[config.mk]
export PLATFORM = sky130hd
export DESIGN_NAME = inpkt_checksum
export DESIGN_NICKNAME = d
export VERILOG_FILES = /design/src/rtl/inpkt_checksum_pkg.sv /design/src/rtl/inpkt_checksum_acc.sv /design/src/rtl/inpkt_checksum.sv
export SDC_FILE = /design/constraint.sdc
export NUM_CORES = 1
export LEC_CHECK = 0
export ABC_AREA = 1
export CAP_MARGIN = 20
export CELL_PAD_IN_SITES_DETAIL_PLACEMENT = 2
export CELL_PAD_IN_SITES_GLOBAL_PLACEMENT = 2
export CORE_MARGIN = 2
export CORE_UTILIZATION = 35
export CTS_CLUSTER_SIZE = 14
export DETAILED_ROUTE_END_ITERATION = 8
export HOLD_SLACK_MARGIN = 0.02
export PLACE_DENSITY_LB_ADDON = 0.25
export SKIP_CTS_REPAIR_TIMING = 1
export SLEW_MARGIN = 20
export SYNTH_ARGS = -nofsm -noshare
export SYNTH_HDL_FRONTEND = slang
export SYNTH_SLANG_ARGS = --single-unit
[constraint.sdc]
create_clock -name CLK -period 10 [get_ports CLK]
set_input_delay 2.5 -clock CLK [delete_from_list [all_inputs] [get_ports CLK]]
set_output_delay 2.5 -clock CLK [all_outputs]
set_load 0.03 [all_outputs]
[src/rtl/inpkt_checksum_pkg.sv]
// Shared definitions for the receive-side checksum verifier.
//   - header layout: word count and word offsets of the 5-word header
//   - FSM state encoding (also visible on the top-level dbg_state port)
//   - default required header version byte
package inpkt_checksum_pkg;

  localparam int HDR_WORDS        = 5;
  localparam int HDR_W_TYPE_VER   = 0;  // {type, ver}
  localparam int HDR_W_RSVD       = 1;
  localparam int HDR_W_LEN_LO     = 2;  // len[15:0]
  localparam int HDR_W_LEN_HI     = 3;  // {rsvd, len[23:16]}
  localparam int HDR_W_ID         = 4;

  localparam logic [7:0] PKT_VERSION_DEFAULT = 8'd2;

  typedef enum logic [2:0] {
    S_HDR     = 3'd0,
    S_HDR_CS0 = 3'd1,
    S_HDR_CS1 = 3'd2,
    S_HDR_OUT = 3'd3,
    S_DATA    = 3'd4,
    S_DAT_CS0 = 3'd5,
    S_DAT_CS1 = 3'd6,
    S_ERR     = 3'd7
  } state_t;

endpackage

[src/rtl/inpkt_checksum_acc.sv]
// Pair latch + 32-bit wrapping accumulator + checksum-half compare.
// Words are summed as 32-bit pairs {w[2k+1], w[2k]}; an odd trailing word
// still sitting in the pair latch is folded in zero-extended when comparing.
// Ports:
//   clk, rst  clock, asynchronous active-high reset
//   clear     zero the accumulator and the pair phase (wins over add)
//   add       accumulate word
//   sel_hi    compare word against the high (1) or low (0) inverted-sum half
//   word      16-bit input word
//   match     word equals the selected half of ~sum (combinational)
module inpkt_checksum_acc (
  input  logic        clk,
  input  logic        rst,
  input  logic        clear,
  input  logic        add,
  input  logic        sel_hi,
  input  logic [15:0] word,
  output logic        match
);

  logic [31:0] sum;
  logic [15:0] lo;
  logic        phase;  // 1: lo holds the first word of an open pair
  logic [31:0] total;

  assign total = sum + (phase ? {16'h0000, lo} : 32'h0000_0000);
  assign match = (word == (sel_hi ? ~total[31:16] : ~total[15:0]));

  always_ff @(posedge clk or posedge rst) begin
    if (rst) begin
      sum   <= '0;
      lo    <= '0;
      phase <= 1'b0;
    end else if (clear) begin
      sum   <= '0;
      lo    <= '0;
      phase <= 1'b0;
    end else if (add) begin
      if (phase) begin
        sum   <= sum + {word, lo};
        phase <= 1'b0;
      end else begin
        lo    <= word;
        phase <= 1'b1;
      end
    end
  end

endmodule

[src/rtl/inpkt_checksum.sv]
// Receive-side checksum verifier. Takes {header(5), hdr cksum(2), data,
// data cksum(2)} as 16-bit words, verifies both checksums, strips the
// checksum words and forwards header+data with packet-boundary flags.
// The header is held until its checksum verifies; data streams through.
// Optional build macro INPKT_CHECKSUM_INTERVAL_EN: expect an extra 2-word
// checksum after every PKT_CHECKSUM_INTERVAL data bytes (not at packet end).
// Ports:
//   CLK, RST          clock, asynchronous active-high reset
//   din, wr_en, full  input write port (accepted when wr_en & ~full)
//   dout, pkt_new_out, pkt_end_out, rd_en, empty   output read port
//   err_hdr           sticky: bad version / length
//   err_checksum      sticky: header or data checksum mismatch
//   dbg_state         current FSM state (state_t encoding)
// Handshake: an input word moves on each cycle the FSM consumes it; full
// is "register occupied and not consumed this cycle", so a new word may be
// written in the same cycle the held one is consumed (1 word/clk). An
// output word is removed on rd_en & ~empty and may be replaced that cycle.
module inpkt_checksum
  import inpkt_checksum_pkg::*;
#(
  parameter logic [7:0] PKT_VERSION = PKT_VERSION_DEFAULT,
  parameter int         PKT_MAX_LEN = 16384
`ifdef INPKT_CHECKSUM_INTERVAL_EN
  , parameter int       PKT_CHECKSUM_INTERVAL = 448
`endif
) (
  input  logic        CLK,
  input  logic        RST,
  input  logic [15:0] din,
  input  logic        wr_en,
  output logic        full,
  output logic [15:0] dout,
  output logic        pkt_new_out,
  output logic        pkt_end_out,
  input  logic        rd_en,
  output logic        empty,
  output logic        err_hdr,
  output logic        err_checksum,
  output logic [2:0]  dbg_state
);

  state_t      state;
  logic        in_valid;
  logic [15:0] in_data;
  logic        out_valid;
  logic [15:0] hdr_buf [HDR_WORDS];
  logic [2:0]  idx;
  logic [22:0] dcnt;
  logic [22:0] nwords;
  logic [23:0] hdr_len;
  logic        hdr_bad;
  logic        out_free;
  logic        in_take;
  logic        out_wr;
  logic [15:0] out_wdata;
  logic        data_last;
  logic        cs_match;
  logic        acc_add;
  logic        acc_clear;
  logic        acc_sel_hi;
`ifdef INPKT_CHECKSUM_INTERVAL_EN
  localparam int INTERVAL_WORDS = PKT_CHECKSUM_INTERVAL / 2;
  logic        mid;      // checksum in progress is an intermediate one
  logic [22:0] int_cnt;
`endif

  assign out_free  = ~out_valid | rd_en;
  assign empty     = ~out_valid;
  assign full      = in_valid & ~in_take;
  assign dbg_state = state;
  assign hdr_len   = {hdr_buf[HDR_W_LEN_HI][7:0], hdr_buf[HDR_W_LEN_LO]};
  assign hdr_bad   = (hdr_buf[HDR_W_TYPE_VER][7:0] != PKT_VERSION) || (hdr_len == 24'd0)
                   || hdr_len[0] || (hdr_len > 24'(PKT_MAX_LEN));
  assign data_last = (dcnt == nwords - 23'd1);

  // Header words and checksum words never need the output register; ERR
  // discards everything; DATA can only consume when the word can be placed.
  always_comb begin
    in_take = 1'b0;
    case (state)
      S_HDR, S_HDR_CS0, S_HDR_CS1,
      S_DAT_CS0, S_DAT_CS1, S_ERR: in_take = in_valid;
      S_DATA:                      in_take = in_valid & out_free;
      default:                     in_take = 1'b0;
    endcase
  end

  always_comb begin
    out_wr    = 1'b0;
    out_wdata = in_data;
    if (state == S_HDR_OUT) begin
      out_wr    = out_free;
      out_wdata = hdr_buf[idx];
    end else if (state == S_DATA) begin
      out_wr    = in_take;
    end
  end

  assign acc_add    = in_take && (state == S_HDR || state == S_DATA);
  assign acc_clear  = in_take && (state == S_HDR_CS1 || state == S_DAT_CS1);
  assign acc_sel_hi = (state == S_HDR_CS1 || state == S_DAT_CS1);

  inpkt_checksum_acc u_acc (
    .clk    (CLK),
    .rst    (RST),
    .clear  (acc_clear),
    .add    (acc_add),
    .sel_hi (acc_sel_hi),
    .word   (in_data),
    .match  (cs_match)
  );

  always_ff @(posedge CLK or posedge RST) begin
    if (RST) begin
      in_valid <= 1'b0;
      in_data  <= '0;
    end else if (wr_en && !full) begin
      in_valid <= 1'b1;
      in_data  <= din;
    end else if (in_take) begin
      in_valid <= 1'b0;
    end
  end

  always_ff @(posedge CLK or posedge RST) begin
    if (RST) begin
      out_valid   <= 1'b0;
      dout        <= '0;
      pkt_new_out <= 1'b0;
      pkt_end_out <= 1'b0;
    end else if (out_wr) begin
      out_valid   <= 1'b1;
      dout        <= out_wdata;
      pkt_new_out <= (state == S_HDR_OUT) && (idx == 3'd0);
      pkt_end_out <= (state == S_DATA) && data_last;
    end else if (rd_en) begin
      out_valid   <= 1'b0;
      pkt_new_out <= 1'b0;
      pkt_end_out <= 1'b0;
    end
  end

  always_ff @(posedge CLK or posedge RST) begin
    if (RST) begin
      state        <= S_HDR;
      idx          <= '0;
      dcnt         <= '0;
      nwords       <= '0;
      err_hdr      <= 1'b0;
      err_checksum <= 1'b0;
      for (int i = 0; i < HDR_WORDS; i++) hdr_buf[i] <= '0;
`ifdef INPKT_CHECKSUM_INTERVAL_EN
      mid          <= 1'b0;
      int_cnt      <= '0;
`endif
    end else begin
      case (state)
        S_HDR: if (in_take) begin
          hdr_buf[idx] <= in_data;
          if (idx == 3'(HDR_WORDS - 1)) begin
            idx   <= '0;
            state <= S_HDR_CS0;
          end else begin
            idx <= idx + 3'd1;
          end
        end
        S_HDR_CS0: if (in_take) begin
          if (!cs_match) begin
            err_checksum <= 1'b1;
            state        <= S_ERR;
          end else begin
            state <= S_HDR_CS1;
          end
        end
        S_HDR_CS1: if (in_take) begin
          if (!cs_match) begin
            err_checksum <= 1'b1;
            state        <= S_ERR;
          end else if (hdr_bad) begin
            err_hdr <= 1'b1;
            state   <= S_ERR;
          end else begin
            nwords <= hdr_len[23:1];
            dcnt   <= '0;
`ifdef INPKT_CHECKSUM_INTERVAL_EN
            int_cnt <= '0;
`endif
            state  <= S_HDR_OUT;
          end
        end
        S_HDR_OUT: if (out_free) begin
          if (idx == 3'(HDR_WORDS - 1)) begin
            idx   <= '0;
            state <= S_DATA;
          end else begin
            idx <= idx + 3'd1;
          end
        end
        S_DATA: if (in_take) begin
          dcnt <= dcnt + 23'd1;
          if (data_last) begin
            state <= S_DAT_CS0;
`ifdef INPKT_CHECKSUM_INTERVAL_EN
            mid   <= 1'b0;
`endif
          end
`ifdef INPKT_CHECKSUM_INTERVAL_EN
          else if (int_cnt == 23'(INTERVAL_WORDS - 1)) begin
            mid     <= 1'b1;
            int_cnt <= '0;
            state   <= S_DAT_CS0;
          end else begin
            int_cnt <= int_cnt + 23'd1;
          end
`endif
        end
        S_DAT_CS0: if (in_take) begin
          if (!cs_match) begin
            err_checksum <= 1'b1;
            state        <= S_ERR;
          end else begin
            state <= S_DAT_CS1;
          end
        end
        S_DAT_CS1: if (in_take) begin
          if (!cs_match) begin
            err_checksum <= 1'b1;
            state        <= S_ERR;
          end else begin
`ifdef INPKT_CHECKSUM_INTERVAL_EN
            state <= mid ? S_DATA : S_HDR;
`else
            state <= S_HDR;
`endif
          end
        end
        S_ERR:   state <= S_ERR;
        default: state <= S_ERR;
      endcase
    end
  end

endmodule

==> impl_metrics.toml <==
[setup_path]
cp_max_fo = 8
cp.arrival_ns = 4.42
crit_slowest_cell = "clkdlybuf4s50_1"
regToRegSetupSlack_ns = 5.43
r2r-end = "nwords[12]"
cp-start-kind = "input port"
reg2reg_from = "u_acc.phase"
critPathRequiredTime_ns = 7.50
criticalPathCategory = "input port to output port"
reg2regPathDepth = 25
max_stage_delay_ns = 0.67
end_kind = "output port"
worstPathCellList = "clkdlybuf4s50_1, nor2_1, o221ai_1, nand2_1, nand2_1, inv_1, clkdlybuf4s50_1"

[clock_tree]
numCtsBuffers = 28
clock_latency_ns = 0.59
clockBufferDepth = 3
clock_sinks = 219
htreeDepth = 1
root_buffer = "clkbuf_16"
clk_pin_slew_worst_paths_ns = 0.06
cts_tree = "yes"

[timing]
setup_viol = 0
final_hold_viol_count = 0
fmax_mhz = 144
skew_ns = 0.0199
rsz0062_at_grt = "false"
slew_viol_final = 0
tightestPinTransition_ns = 1.03
final.setup.tns_ns = 0
period_share_pct = 69.2
relSlewSlack_pct = 31.2
finalCriticalPeriod_ns = 6.92

[logic_synthesis]
avgSynthCellArea_um2 = 7.16
synth_area_mm2 = 0.0141
synth.distinct_cells = 52
synth.top_cells.by_area = "dfrtp_1 (39%), nand2_1 (15%), o21ai_0 (7.5%), inv_1 (5.3%), ha_1 (5.0%)"
synth_fp_nets = 2049
yosysWarnings = 0
ys_async_sr_fraction_pct = 100
yosysSeqAreaShare_pct = 38.8
netlist.area_leader.share_pct = 38.8
synth_edf_count = 0
synth_common_cells = "nand2_1 (579), dfrtp_1 (219), o21ai_0 (212), inv_1 (200), nor2_1 (160)"
synth_top_area_cell = "dfrtp_1"
syn-instance-count = 1971
ys_ff_latch = 219
yosysMostFrequentCell = "nand2_1"
ys.flop_type = "dfrtp_1"

[final_layout]
drive_above_1_share_pct = 5.89
nets = 2080
layout-area-overhead-vs-synth_pct = 13.5

[floorplanning]
io-pin-count = 45
die_h_um = 205
die_x_um = 205
start_util_pct = 35.5
fp.coreArea_mm2 = 0.0397
rows = 73
die_area_mm2 = 0.0419

[global_route]
grt_pass1_wl_um = 88300
met3_usage_pct = 3.09
grtUsageMet2_pct = 49.2
grt_antenna_before_repair = 1
grt_overflow_total = 0
met1_usage_pct = 32.9
grt_pass1_vias = 15500
grt_usage_pct = 27.3
busiest_layer = "met2"
grt_start_max_net_pins = 93

[drt]
via_per_inst = 5.48
drt-total-wl_um = 56000
drc = 0
ant_nets = 0
via_count = 13900
wire_per_inst_um = 22.0
dr.pass1.iters = 5
drt_iter0_markers = 706

[placed_design]
dp_hpwl_um = 42600
gp_congestion = 0.900
portBuffers = 44

[power]
leakage_nw = 7.97
p_per_area_mw_per_mm2 = 324
power_mw = 5.19
ir_worst_vdd_mv = 0.162

[outcome]
outcome = "finished clean"

[worst_hold_path]
hold-path-cell-count = 1
hold_end = "err_checksum"
hp-class = "flop to flop"
min_from = "err_checksum"

[job]
cap_violations = 0
through the flow:
stage               cell area [µm²]  std cells  setup WS [ns]  hold WS (ns)  utilization (%)
detailed placement            15100       2494           3.08         0.474             37.9
global route                  16000       2546           2.91         0.505             40.3
floorplan                     14100       1971           1.51         0.448                -
finish                        16000       2547           3.08         0.485             40.3
CTS                           16000       2543           3.07         0.488             40.2
global placement              15100       2494           3.16         0.463             37.9
final cells by class:
class / instances / area [µm²]
fill: 4733 / 23700
multi-input combinational: 1488 / 7630
sequential: 219 / 5480
clock buffer: 40 / 796
inverter: 205 / 777
tap: 525 / 657
timing repair buffer: 60 / 583
clock inverter: 9 / 100
antenna: 1 / 2.50
sequential cells by signal, indices dropped and copies added (netlist names):
name and flops:
u_acc.lo 16, out_valid 1, u_acc.sum 32, pkt_end_out 1
in_valid 1, err_checksum 1, nwords 23, dout 16
u_acc.phase 1, idx 3, err_hdr 1, pkt_new_out 1
dcnt 23, in_data 16, hdr_buf 80, dbg_state 3
power by group:
part           switching (mW)  leakage [nW]  internal (mW)
clock                   0.428         0.435          0.578
sequential              0.383          2.80           1.21
combinational            1.80          4.74          0.796
cell families after synthesis:
| family | share of synthesized area (%) |
|---|---|
| AND/OR/NAND/NOR | 28.6 |
| AO/OA/AOI/OAI | 15.4 |
| buffers and inverters | 7.26 |
| flip-flops | 38.8 |
| XOR/XNOR | 4.59 |
| adder cells (fa/ha/maj) | 5.25 |
layout by cell type, fill, tap and decap left out, types with 19 or more instances in the layout:
cell type / netlist / routed
dfrtp_1: 219 / 219
or2_2: 22 / 22
o21ai_0: 212 / 211
nor2_1: 160 / 159
nand2_1: 579 / 577
nand4_1: 27 / 27
inv_1: 200 / 199
nor3_1: 20 / 19
xnor2_1: 19 / 19
clkdlybuf4s50_1: 0 / 44
ha_1: 56 / 56
nand3_1: 116 / 116
xor2_1: 55 / 55
clkbuf_16: 0 / 28
a21oi_1: 98 / 97
routing by layer:
metal / vias to the layer above / routed length (µm)
met2: 212 / 28200
met4: 0 / 2550
met1: 7093 / 23600
met3: 118 / 1620
li1: 6524 / -
met5: - / 0
worst max-delay path: cells and delay by family:
family                 cells  cell delay (ns)
AOI/OAI and AO/OA          1             0.15
and+or+nand+nor            3             0.60
buffers and inverters      3             1.17
worst max-delay path by stage:
stage                         endpoint  slack (ns)   from  cells after the start
after floorplan           dbg_state[0]        1.51    RST                      1
after global placement            full        3.16  rd_en                      7
after detailed placement          full        3.08  rd_en                      7
after CTS                         full        3.07  rd_en                      7
after global routing              full        2.91  rd_en                      7
final                             full        3.08  rd_en                      7
Note: power is estimated with default switching activity, not from simulation.
